[config.mk]
export PLATFORM = sky130hd
export DESIGN_NAME = intercal_alu_seq_flat
export DESIGN_NICKNAME = d
export VERILOG_FILES = /design/src/rtl/intercal_alu_seq_if.sv /design/src/rtl/intercal_alu_seq.sv /design/src/flat_wrapper.sv
export SDC_FILE = /design/constraint.sdc
export NUM_CORES = 1
export LEC_CHECK = 0
export ABC_AREA = 0
export CELL_PAD_IN_SITES_DETAIL_PLACEMENT = 1
export CELL_PAD_IN_SITES_GLOBAL_PLACEMENT = 1
export CORE_UTILIZATION = 34
export CTS_CLUSTER_DIAMETER = 150
export DETAILED_ROUTE_END_ITERATION = 16
export PLACE_DENSITY = 0.81
export SYNTH_ARGS = -nofsm -noshare
export SYNTH_HDL_FRONTEND = slang
export SYNTH_SLANG_ARGS = --single-unit
[constraint.sdc]
create_clock -name clk -period 7.5 [get_ports clk]
set_input_delay 0.75 -clock clk [delete_from_list [all_inputs] [get_ports clk]]
set_output_delay 0.75 -clock clk [all_outputs]
set_load 0.03 [all_outputs]
[src/rtl/intercal_alu_seq_if.sv]
// Command, ALU and result bundle for intercal_alu_seq.
// slave = sequencer side, master = environment (command source, ALU, result sink).
interface intercal_alu_seq_if;
   logic        cmd_valid;
   logic        cmd_ready;
   logic [3:0]  cmd_op;
   logic [31:0] cmd_a;
   logic [31:0] cmd_b;
   logic [3:0]  cmd_rep;
   logic [3:0]  alu_s;
   logic [31:0] alu_a;
   logic [31:0] alu_b;
   logic [31:0] alu_f;
   logic        res_valid;
   logic        res_ready;
   logic [31:0] res_data;
   logic        res_err;
   logic        busy;

   modport slave (
      input  cmd_valid, cmd_op, cmd_a, cmd_b, cmd_rep, alu_f, res_ready,
      output cmd_ready, alu_s, alu_a, alu_b, res_valid, res_data, res_err, busy
   );

   modport master (
      output cmd_valid, cmd_op, cmd_a, cmd_b, cmd_rep, alu_f, res_ready,
      input  cmd_ready, alu_s, alu_a, alu_b, res_valid, res_data, res_err, busy
   );
endinterface

[src/rtl/intercal_alu_seq.sv]
// Iterating sequencer around an external combinational ALU; the result is fed back into A cmd_rep times.
// Define INTERCAL_ALU_SEQ_PIPE_EN to allow a new command to be accepted on the result handshake edge.
module intercal_alu_seq (
   input  logic              clk,
   input  logic              rst,
   intercal_alu_seq_if.slave bus
);
   typedef enum logic [1:0] {IDLE, EXEC, HOLD} state_t;

   state_t     state;
   logic [3:0] cnt;
   logic       illegal;
   logic       accept;
   logic       handshake;

`ifdef INTERCAL_ALU_SEQ_PIPE_EN
   assign bus.cmd_ready = (state == IDLE) || ((state == HOLD) && bus.res_ready);
`else
   assign bus.cmd_ready = (state == IDLE);
`endif

   assign accept    = bus.cmd_valid && bus.cmd_ready;
   assign handshake = bus.res_valid && bus.res_ready;

   always_ff @(posedge clk or posedge rst) begin
      if (rst) begin
         state         <= IDLE;
         cnt           <= '0;
         illegal       <= 1'b0;
         bus.alu_s     <= '0;
         bus.alu_a     <= '0;
         bus.alu_b     <= '0;
         bus.res_data  <= '0;
         bus.res_valid <= 1'b0;
         bus.res_err   <= 1'b0;
         bus.busy      <= 1'b0;
      end else begin
         case (state)
            IDLE: begin
               if (accept) begin
                  bus.alu_s <= bus.cmd_op;
                  bus.alu_a <= bus.cmd_a;
                  bus.alu_b <= bus.cmd_b;
                  cnt       <= bus.cmd_rep;
                  illegal   <= bus.cmd_op[3] & bus.cmd_op[2];
                  bus.busy  <= 1'b1;
                  state     <= EXEC;
               end
            end
            EXEC: begin
               // Illegal ops finish after a single EXEC cycle whatever cnt holds.
               if (illegal) begin
                  bus.res_data  <= '0;
                  bus.res_err   <= 1'b1;
                  bus.res_valid <= 1'b1;
                  state         <= HOLD;
               end else if (cnt != 4'd0) begin
                  bus.alu_a <= bus.alu_f;
                  cnt       <= cnt - 4'd1;
               end else begin
                  bus.res_data  <= bus.alu_f;
                  bus.res_err   <= 1'b0;
                  bus.res_valid <= 1'b1;
                  state         <= HOLD;
               end
            end
            HOLD: begin
               if (handshake) begin
                  bus.res_valid <= 1'b0;
                  // accept can only be true here when back-to-back issue is enabled.
                  if (accept) begin
                     bus.alu_s <= bus.cmd_op;
                     bus.alu_a <= bus.cmd_a;
                     bus.alu_b <= bus.cmd_b;
                     cnt       <= bus.cmd_rep;
                     illegal   <= bus.cmd_op[3] & bus.cmd_op[2];
                     state     <= EXEC;
                  end else begin
                     bus.busy <= 1'b0;
                     state    <= IDLE;
                  end
               end
            end
            default: begin
               bus.busy <= 1'b0;
               state    <= IDLE;
            end
         endcase
      end
   end
endmodule

[src/flat_wrapper.sv]
// flat-port wrapper written by rule: the top's interface ports become plain ports
module intercal_alu_seq_flat 
  (clk, rst, bus_cmd_valid, bus_cmd_op, bus_cmd_a, bus_cmd_b, bus_cmd_rep, bus_alu_f, bus_res_ready, bus_cmd_ready, bus_alu_s, bus_alu_a, bus_alu_b, bus_res_valid, bus_res_data, bus_res_err, bus_busy);
  intercal_alu_seq_if bus_i ();
  input  logic clk;
  input  logic rst;
  input wire logic [$bits(bus_i.cmd_valid)-1:0] bus_cmd_valid;
  input wire logic [$bits(bus_i.cmd_op)-1:0] bus_cmd_op;
  input wire logic [$bits(bus_i.cmd_a)-1:0] bus_cmd_a;
  input wire logic [$bits(bus_i.cmd_b)-1:0] bus_cmd_b;
  input wire logic [$bits(bus_i.cmd_rep)-1:0] bus_cmd_rep;
  input wire logic [$bits(bus_i.alu_f)-1:0] bus_alu_f;
  input wire logic [$bits(bus_i.res_ready)-1:0] bus_res_ready;
  output wire logic [$bits(bus_i.cmd_ready)-1:0] bus_cmd_ready;
  output wire logic [$bits(bus_i.alu_s)-1:0] bus_alu_s;
  output wire logic [$bits(bus_i.alu_a)-1:0] bus_alu_a;
  output wire logic [$bits(bus_i.alu_b)-1:0] bus_alu_b;
  output wire logic [$bits(bus_i.res_valid)-1:0] bus_res_valid;
  output wire logic [$bits(bus_i.res_data)-1:0] bus_res_data;
  output wire logic [$bits(bus_i.res_err)-1:0] bus_res_err;
  output wire logic [$bits(bus_i.busy)-1:0] bus_busy;
  assign bus_i.cmd_valid = bus_cmd_valid;
  assign bus_i.cmd_op = bus_cmd_op;
  assign bus_i.cmd_a = bus_cmd_a;
  assign bus_i.cmd_b = bus_cmd_b;
  assign bus_i.cmd_rep = bus_cmd_rep;
  assign bus_i.alu_f = bus_alu_f;
  assign bus_i.res_ready = bus_res_ready;
  assign bus_cmd_ready = bus_i.cmd_ready;
  assign bus_alu_s = bus_i.alu_s;
  assign bus_alu_a = bus_i.alu_a;
  assign bus_alu_b = bus_i.alu_b;
  assign bus_res_valid = bus_i.res_valid;
  assign bus_res_data = bus_i.res_data;
  assign bus_res_err = bus_i.res_err;
  assign bus_busy = bus_i.busy;
  intercal_alu_seq u_core (.clk(clk), .rst(rst), .bus(bus_i));
endmodule
==> metrics.cfg <==
[logic_synthesis]
synth_nets=438
avgSynthCellArea_um2=15.2
async_flop_share=1.00
synth_top_cell_by_area=dfrtp_1
yosys_most_used_dff=dfrtp_1
yosysMostFrequentCell=dfrtp_1
ys_top_cells_by_area=dfrtp_1 (56%), mux2_2 (17%), mux2_4 (8.9%)
synth.distinct_cells=35
yosysSeqAreaShare=0.562
synth_edf_count=0
syn-instance-count=323
synth_top_cell_area_share=0.562
syn-cell-area_mm2=0.00490
ys_ff_latch=110
yosysWarnings=0
synth_commonest_cells=dfrtp_1 (110), mux2_2 (74), a32o_1 (33), mux2_4 (29), buf_2 (8)

[floorplanning]
start_util=0.350
rows=43
dieHeight_um=122
die_area_mm2=0.0149
dieWidth_um=122
io_pins=212
core_mm2=0.0140

[route]
post_drt_wl_per_cell_um=19.5
drc=0
viasPerCell=4.98
wirelength_um=13800
dr.pass1.iters=4
vias=3528
drtIter0Drc=173
ant_nets=0

[power_and_ir_drop]
p_per_area_mw_per_mm2=472
vdd_drop_max_uv=229
power_mw=3.49
power_leakage_nw=3.06

[timing]
worstMarginPinSlew_ns=1.16
post-route-period-util=0.450
slew-limit-headroom=0.230
timing.setup.tns_ns=0
layout_setup_ws_ns=4.13
clock_skew_ns=0.0124
timing.hold.ws_ns=0.495
hold_viol_final=0
fin_crit_ns=3.37
slew_viol_final=0
fmaxAchievable_ghz=0.296
rsz0062_at_grt=false
setup_violations=0

[critical_path]
cp_max_fo=38
end_kind=flip-flop
reg2reg_from=u_core.cnt[0]
path_class=flip-flop to flip-flop
r2r_cells=6
critPathArrivalTime_ns=3.60
start_kind=flip-flop
worst-r2r-setup-slack_ns=4.13
required_ns=7.73
crit_path_start=u_core.cnt[0]

[cts]
cts_root_buf=clkbuf_16
clk_path_buf_depth=2
numCtsBuffers=9
post_cts_buffers=0
clk_pin_slew_ns=0.07
cts_tree=yes
worstSkewPairLatency_ns=0.35
cts_num_sinks=110
cts-resized-gates=0
ctsHoldBuffers=0
htreeDepth=3

[min_path]
hold_depth=1
hold_path_class=flip-flop to flip-flop
min-delay-start=u_core.bus.res_data[11]

[finish]
fillers=1392
fin_nets=638
area_delta_synth_final_pct=50.9
final_layout_size_suffix_gt1_frac=0.248
seq_area_mm2=0.00275
final_cell_area_mm2=0.00739
multi_input_area_mm2=0.00199
diodes=0

[global_route]
overflow=0
antenna_found_initial=0
grt_use_met3=0.0735
groute.layer.met1.usage=0.217
grtUsageMet2=0.318
grt.busiest_layer=met2
grt_pass1_wl_um=21300
grt_max_degree=80
gr-usage-all-layers=0.187
grt_pass1_vias=3960

[place]
dp_hpwl_um=9860
dp_slack_ns=4.08
place_congestion=0.737
port_buffers=211
placed_area_mm2=0.00712

[flow_run]
max-cap-violations=0

[run_status]
status=finished, final reports clean

-- worst max-delay path, cell delays in order (launching register included) --
cell and delay [ns]:
dfrtp_1 0.40, inv_1 0.06, ha_1 0.23, nor3b_2 0.20, o21ai_4 0.77, and3_2 1.15, mux2_2 0.42
-- sequential cells by signal, indices dropped and copies added, names as in the netlist --
signal                cells
u_core.bus.alu_s          4
u_core.bus.busy           1
u_core.cnt                4
u_core.bus.alu_a         32
u_core.illegal            1
u_core.bus.res_data      32
u_core.bus.res_err        1
u_core.bus.res_valid      1
u_core.bus.alu_b         32
u_core.state              2
-- layout make-up --
class / instances / share of cell area
timing repair buffer: 213 / 0.288
multi-input combinational: 183 / 0.269
inverter: 6 / 0.00338
tap: 180 / 0.0305
sequential: 110 / 0.372
clock buffer: 11 / 0.0328
clock inverter: 5 / 0.00474
-- logic make-up (layout without fill, tap and decap cells) --
kind of cell / Yosys count / in the layout / synth area share
multiplexers: 105 / 105 / 0.263
AND/OR/NAND/NOR: 22 / 22 / 0.0273
buffers and inverters: 30 / 235 / 0.0396
adder cells (fa/ha/maj): 7 / 7 / 0.0179
flip-flops: 110 / 110 / 0.562
AO/OA/AOI/OAI: 48 / 48 / 0.0886
XOR/XNOR: 1 / 1 / 0.00179
-- where the power goes --
part | leakage, nW | internal [mW] | switching [mW]
Sequential | 1.36 | 0.862 | 0.170
Clock | 0.135 | 0.235 | 0.218
Combinational | 1.57 | 0.988 | 1.02
Total | 3.06 | 2.08 | 1.41
-- cells in the final DEF (no fill, tap or decap), types with 3 or more instances in the layout --
master / instances
a32o_1: 33
clkbuf_16: 9
clkdlybuf4s50_1: 211
dfrtp_1: 110
ha_1: 6
inv_1: 5
mux2_2: 74
mux2_4: 29
nand2_1: 5
nand3_1: 3
o21ai_0: 7
-- metal layers --
layer / up-vias / part of all wire
met1: 1772 / 0.40
met4: 0 / 0.0091
met3: 10 / 0.10
met2: 154 / 0.49
met5: - / 0
li1: 1592 / -
-- worst paths after layout --
check,end
min reg2reg,u_core.bus.res_data[11]
min,u_core.bus.res_data[11]
max in group asynchronous,u_core.bus.res_data[15]
max reg2reg,u_core.bus.alu_a[29]
max,u_core.bus.alu_a[29]
min in group asynchronous,u_core.bus.alu_b[0]
-- per-stage QoR --
stage / instances / utilization
4_1_cts: 708 / 0.529
5_1_grt: 708 / 0.529
2_1_floorplan: 323 / -
3_5_place_dp: 692 / 0.509
6_report: 708 / 0.529
3_3_place_gp: 692 / 0.509
Power figures use the tool's default switching activity.
